### config.mk
export PLATFORM = sky130hd
export DESIGN_NAME = apb_txn_arbiter
export DESIGN_NICKNAME = d
export VERILOG_FILES = /design/src/rtl/apb_arb_pkg.sv /design/src/rtl/apb_txn_arbiter_rr_arb2.sv /design/src/rtl/apb_txn_arbiter.sv
export SDC_FILE = /design/constraint.sdc
export NUM_CORES = 1
export LEC_CHECK = 0
export ABC_AREA = 0
export BUFFER_PORTS_ARGS = -buffer_cell sky130_fd_sc_hd__buf_2
export CAP_MARGIN = 10
export CORE_AREA = 3 3 94 96
export CTS_CLUSTER_DIAMETER = 40
export CTS_CLUSTER_SIZE = 40
export DETAILED_ROUTE_END_ITERATION = 16
export DIE_AREA = 0 0 97 99
export GPL_ROUTABILITY_DRIVEN = 0
export GPL_TIMING_DRIVEN = 0
export PLACE_DENSITY_LB_ADDON = 0.15
export SETUP_SLACK_MARGIN = 0.4
export SLEW_MARGIN = 20
export SYNTH_ARGS = -nofsm -noshare
export SYNTH_HDL_FRONTEND = slang
export SYNTH_HIERARCHICAL = 1
export SYNTH_SLANG_ARGS = --single-unit
### constraint.sdc
create_clock -name clk -period 1.75 [get_ports clk]
set_input_delay 0.2625 -clock clk [delete_from_list [all_inputs] [get_ports clk]]
set_output_delay 0.2625 -clock clk [all_outputs]
set_load 0.02 [all_outputs]
### src/rtl/apb_arb_pkg.sv
// Shared types and defaults for the APB transaction arbiter.
package apb_arb_pkg;

  typedef enum logic [1:0] {
    IDLE  = 2'd0,
    ISSUE = 2'd1,
    WAIT  = 2'd2,
    RESP  = 2'd3
  } arb_state_t;

  typedef enum logic {
    WR = 1'b0,
    RD = 1'b1
  } arb_path_t;

  localparam int DEFAULT_LEN_WIDTH = 4;

endpackage

### src/rtl/apb_txn_arbiter_rr_arb2.sv
// Two-requester round-robin pick; last_gnt advances only when a grant is issued.
module rr_arb2
  import apb_arb_pkg::*;
(
  input  logic clk,
  input  logic rst,
  input  logic req_wr_i,
  input  logic req_rd_i,
  input  logic upd_i,
  input  logic upd_path_i,
  output logic pick_o,
  output logic any_o
);

  arb_path_t last_gnt_q;

  always_ff @(posedge clk) begin
    if (rst) begin
      last_gnt_q <= RD;
    end else if (upd_i) begin
      last_gnt_q <= arb_path_t'(upd_path_i);
    end
  end

  always_comb begin
    pick_o = WR;
    if (req_wr_i && req_rd_i) begin
      pick_o = (last_gnt_q == RD) ? WR : RD;
    end else if (req_rd_i) begin
      pick_o = RD;
    end
  end

  assign any_o = req_wr_i | req_rd_i;

endmodule

### src/rtl/apb_txn_arbiter.sv
// Shares one APB handler between the AXI write and read request paths.
// Optional watchdog on missing beats: define APB_ARB_TIMEOUT_EN.
module apb_txn_arbiter
  import apb_arb_pkg::*;
#(
  parameter int ADDR_WIDTH     = 32,
  parameter int LEN_WIDTH      = DEFAULT_LEN_WIDTH,
  parameter int TIMEOUT_CYCLES = 255
) (
  input  logic                  clk,
  input  logic                  rst,
  input  logic                  wr_req_i,
  input  logic [ADDR_WIDTH-1:0] wr_addr_i,
  input  logic [LEN_WIDTH-1:0]  wr_len_i,
  output logic                  wr_gnt_o,
  output logic                  wr_done_o,
  output logic                  wr_err_o,
  input  logic                  rd_req_i,
  input  logic [ADDR_WIDTH-1:0] rd_addr_i,
  input  logic [LEN_WIDTH-1:0]  rd_len_i,
  output logic                  rd_gnt_o,
  output logic                  rd_done_o,
  output logic                  rd_err_o,
  output logic                  wr_trans_o,
  output logic                  rd_trans_o,
  output logic [ADDR_WIDTH-1:0] trans_addr_o,
  output logic [LEN_WIDTH-1:0]  burst_len_o,
  input  logic                  trans_done_i,
  input  logic                  trans_error_i,
  output logic                  busy_o,
  output logic [1:0]            dbg_state_o
);

  localparam int CW  = LEN_WIDTH + 1;
  localparam int WDW = $clog2(TIMEOUT_CYCLES + 1);
`ifdef APB_ARB_TIMEOUT_EN
  localparam bit TIMEOUT_EN = 1'b1;
`else
  localparam bit TIMEOUT_EN = 1'b0;
`endif

  arb_state_t            state_q, state_d;
  arb_path_t             owner_q, owner_d;
  logic [ADDR_WIDTH-1:0] addr_q, addr_d;
  logic [LEN_WIDTH-1:0]  len_q, len_d;
  logic [CW-1:0]         cnt_q, cnt_d;
  logic                  err_q, err_d;
  logic [WDW-1:0]        wdog_q, wdog_d;
  logic                  done_q;
  logic                  beat;
  logic                  pick, any_req, arb_upd;

  rr_arb2 u_rr (
    .clk        (clk),
    .rst        (rst),
    .req_wr_i   (wr_req_i),
    .req_rd_i   (rd_req_i),
    .upd_i      (arb_upd),
    .upd_path_i (owner_q),
    .pick_o     (pick),
    .any_o      (any_req)
  );

  always_ff @(posedge clk) begin
    if (rst) begin
      state_q <= IDLE;
      owner_q <= WR;
      addr_q  <= '0;
      len_q   <= '0;
      cnt_q   <= '0;
      err_q   <= 1'b0;
      wdog_q  <= '0;
      done_q  <= 1'b0;
    end else begin
      state_q <= state_d;
      owner_q <= owner_d;
      addr_q  <= addr_d;
      len_q   <= len_d;
      cnt_q   <= cnt_d;
      err_q   <= err_d;
      wdog_q  <= wdog_d;
      done_q  <= trans_done_i;
    end
  end

  // A held-high trans_done_i is one beat: only its rising edge counts.
  assign beat = trans_done_i & ~done_q;

  always_comb begin
    state_d = state_q;
    owner_d = owner_q;
    addr_d  = addr_q;
    len_d   = len_q;
    cnt_d   = cnt_q;
    err_d   = err_q;
    wdog_d  = wdog_q;
    arb_upd = 1'b0;
    case (state_q)
      IDLE: begin
        cnt_d  = '0;
        err_d  = 1'b0;
        wdog_d = '0;
        if (any_req) begin
          owner_d = arb_path_t'(pick);
          addr_d  = (pick == RD) ? rd_addr_i : wr_addr_i;
          len_d   = (pick == RD) ? rd_len_i : wr_len_i;
          state_d = ISSUE;
        end
      end
      ISSUE: begin
        arb_upd = 1'b1;
        wdog_d  = '0;
        state_d = WAIT;
      end
      WAIT: begin
        if (beat) begin
          cnt_d  = cnt_q + CW'(1);
          err_d  = err_q | trans_error_i;
          wdog_d = '0;
          if ((cnt_q + CW'(1)) == ({1'b0, len_q} + CW'(1))) begin
            state_d = RESP;
          end
        end else if (TIMEOUT_EN) begin
          wdog_d = wdog_q + WDW'(1);
          if ((wdog_q + WDW'(1)) == WDW'(TIMEOUT_CYCLES)) begin
            err_d   = 1'b1;
            state_d = RESP;
          end
        end
      end
      RESP: begin
        addr_d  = '0;
        len_d   = '0;
        state_d = IDLE;
      end
      default: state_d = IDLE;
    endcase
  end

  assign wr_gnt_o     = (state_q == ISSUE) && (owner_q == WR);
  assign rd_gnt_o     = (state_q == ISSUE) && (owner_q == RD);
  assign wr_trans_o   = wr_gnt_o;
  assign rd_trans_o   = rd_gnt_o;
  assign wr_done_o    = (state_q == RESP) && (owner_q == WR);
  assign rd_done_o    = (state_q == RESP) && (owner_q == RD);
  assign wr_err_o     = wr_done_o & err_q;
  assign rd_err_o     = rd_done_o & err_q;
  assign trans_addr_o = addr_q;
  assign burst_len_o  = len_q;
  assign busy_o       = (state_q != IDLE);
  assign dbg_state_o  = state_q;

endmodule
==> qor.yml <==
status:
  outcome: "completed"
logic_synthesis:
  synth.distinct_cells: 36
  ys_warn_count: 6
  synth_seq_area_share: 0.3927
  synthFlopType: "dfxtp_1"
  synth_common_cells: "nor2_1, dfxtp_1, a21oi_1"
  synth_area_leader_cell: "dfxtp_1"
  ys_ff_latch: 47
  synth-edff-count: 0
  syn_area_mm2: 0.002396
  yosysMostFrequentCell: "nor2_1"
  synthTopCellsByArea: "dfxtp_1, mux2i_1, nor2_1, a21oi_1, ha_1"
  synth_cells: 288
  yosysTopAreaCellShare: 0.3927
  synth.avg_cell_area_um2: 8.320
  async_flop_share: 0
  syn-num-nets: 372
placed_design:
  portBuffers: 124
  pre_cts_ws_ns: 0.06474
  dpl.hpwl_mm: 5.114
  place_inst: 517
clock_network:
  clock_latency_ns: 0.30
  clkTransAtPathRegs_ns: 0.09
  numCtsBuffers: 5
  cts_tree: "yes"
  htreeDepth: 2
  hold_buffers: 0
  cts_sinks: 47
  cts_buffer_depth: 2
  cts_root_buf: "clkbuf_8"
sta:
  hold_viol: 0
  fmax_ghz: 0.6546
  drv_slew: 0
  period_minus_slack_ns: 1.528
  fin_ws_ns: 0.2224
  hold_slack_ns: 0.1874
  tns_ns: 0
  tightestPinTransition_ns: 0.5479
  skew_ns: 0.008288
  rsz0062_at_grt: "yes"
  setup_viol: 0
  slew_headroom: 0.6347
  period_share: 0.8729
die:
  dieArea_mm2: 0.009603
  dieWidth_um: 97
  ios: 125
  coreArea_mm2: 0.008134
  die_y_um: 99
  rows: 33
  initial_core_util: 0.2946
power:
  ir_drop_mv: 0.7009
  p_leak_nw: 1.934
  power_density_mw_per_mm2: 1475
global_route:
  grt_use_total: 0.1557
  grt_pass1_vias: 2608
  grt.overflow.total: 0
  grt_max_degree: 15
  antenna_found_initial: 0
  grt_pass1_wl_mm: 12.25
setup_path:
  crit_required_ns: 1.49
  reg2reg_to: "trans_addr_o[4]"
  start_kind: "flop"
  critPathKind: "flop to output pin"
  crit_start: "dbg_state_o[1]"
  worstPathMaxFanout: 4
  r2r_slack_ns: 0.23
  crit_path_end_kind: "output pin"
  r2r_start: "dbg_state_o[0]"
  cp_data_arrival_time_ns: 1.27
  r2r_cells: 8
cells_and_area:
  diodes: 0
  nets: 536
  regArea_um2: 964.7
  stdcell_count: 558
  post-route-util: 0.5436
  syn_to_final_growth_pct: 84.54
  fillCellCount: 754
  multiInputGateArea_mm2: 0.001934
  drive_gt1_frac: 0.6468
route:
  drt-pass1-iter-count: 4
  routed_wl_mm: 7.795
  antenna_left: 0
  vias: 2596
  route.detailed.drc: 0
  via_per_inst: 4.652
  wl_per_cell_um: 13.97
  drtIter0Drc: 35
worst_hold_path:
  min_from: "trans_done_i"
  min_to: "done_q"
  hold_depth: 2
  min-delay-path-class: "primary input to flop"
job:
  maxCapViolations: 0
worst max path at each step:
stage	endpoint
after CTS	rd_trans_o
after floorplan	dbg_state_o[0]
after global placement	trans_addr_o[11]
after global routing	trans_addr_o[28]
final	rd_trans_o
after detailed placement	trans_addr_o[17]
kinds of logic (layout without fill, tap and decap cells):
group | Yosys count | after routing | share of synthesized area
and+or+nand+nor | 114 | 114 | 0.2063
AOI/OAI and AO/OA | 51 | 51 | 0.1196
DFF | 47 | 47 | 0.3927
muxes | 36 | 36 | 0.1504
buffers and inverters | 23 | 188 | 0.05640
xor gates and xnor gates | 11 | 11 | 0.04334
adders and majority gates | 6 | 6 | 0.03133
worst max-delay path, stage by stage (launching register included):
cell and delay, ns:
dfxtp_4 0.39, inv_4 0.05, ha_4 0.15, and2_4 0.16
buf_6 0.10, buf_6 0.12
where the power goes:
group          internal [W]  leakage (nW)  total [W]  switching (W)
sequential          0.00134         0.390    0.00156       0.000214
combinational       0.00213          1.50    0.00431        0.00218
clock              0.000281        0.0455   0.000656       0.000374
total               0.00376          1.93    0.00652        0.00276
registers in the layout, indices dropped and copies added (netlist names):
| name | cells |
|---|---|
| cnt_q | 5 |
| dbg_state_o | 2 |
| trans_addr_o | 32 |
| err_q | 1 |
| owner_q | 1 |
| u_rr/last_gnt_q | 1 |
| burst_len_o | 4 |
| done_q | 1 |
through the flow:
stage | total power (W) | cell area (µm²)
4_1_cts | 0.005943 | 4063
5_1_grt | 0.006966 | 4422
6_report | 0.006522 | 4422
3_3_place_gp | 0.003967 | 3234
2_1_floorplan | 0.003272 | 2482
3_5_place_dp | 0.003999 | 3234
placed cells by master, fill, tap and decap left out, types with 3 or more instances in the layout:
| cell | netlist | routed |
|---|---|---|
| nor2_4 | 0 | 28 |
| nand3_2 | 1 | 3 |
| clkbuf_1 | 3 | 4 |
| a21oi_2 | 0 | 15 |
| xor2_1 | 4 | 3 |
| inv_4 | 0 | 5 |
| buf_6 | 4 | 19 |
| buf_12 | 0 | 7 |
| buf_16 | 0 | 4 |
| a21oi_1 | 41 | 26 |
| nor2_1 | 79 | 43 |
| dfxtp_1 | 47 | 38 |
| buf_2 | 6 | 115 |
| dfxtp_4 | 0 | 5 |
| mux2i_2 | 0 | 10 |
| xnor2_2 | 0 | 5 |
| mux2i_1 | 36 | 19 |
| nand2_1 | 7 | 3 |
| and2_4 | 0 | 4 |
| nor2_2 | 1 | 9 |
| ha_4 | 0 | 6 |
| buf_4 | 3 | 22 |
| dfxtp_2 | 0 | 4 |
| clkbuf_8 | 0 | 5 |
| mux2i_4 | 0 | 7 |
| nand3_1 | 7 | 5 |
metal layers:
layer	part of all wire	track usage
met5	0	0
met4	0.010	0.03780
met3	0.041	0.02831
met2	0.55	0.2925
met1	0.40	0.1823
area by class of cell:
type,count,area share
Multi-Input combinational cell,218,0.4375
Clock buffer,6,0.01641
Inverter,5,0.006508
Buffer,18,0.05093
Timing Repair Buffer,157,0.2383
Tap cell,105,0.02971
Clock inverter,2,0.002547
Sequential cell,47,0.2182
timing repair:
item,4_1_cts,5_1_grt
setup buffers,22,4
setup endpoints to repair,46,52
cloned,6,1
resized for setup,118,78
pin swaps,11,10
Power figures use the tool's default switching activity.
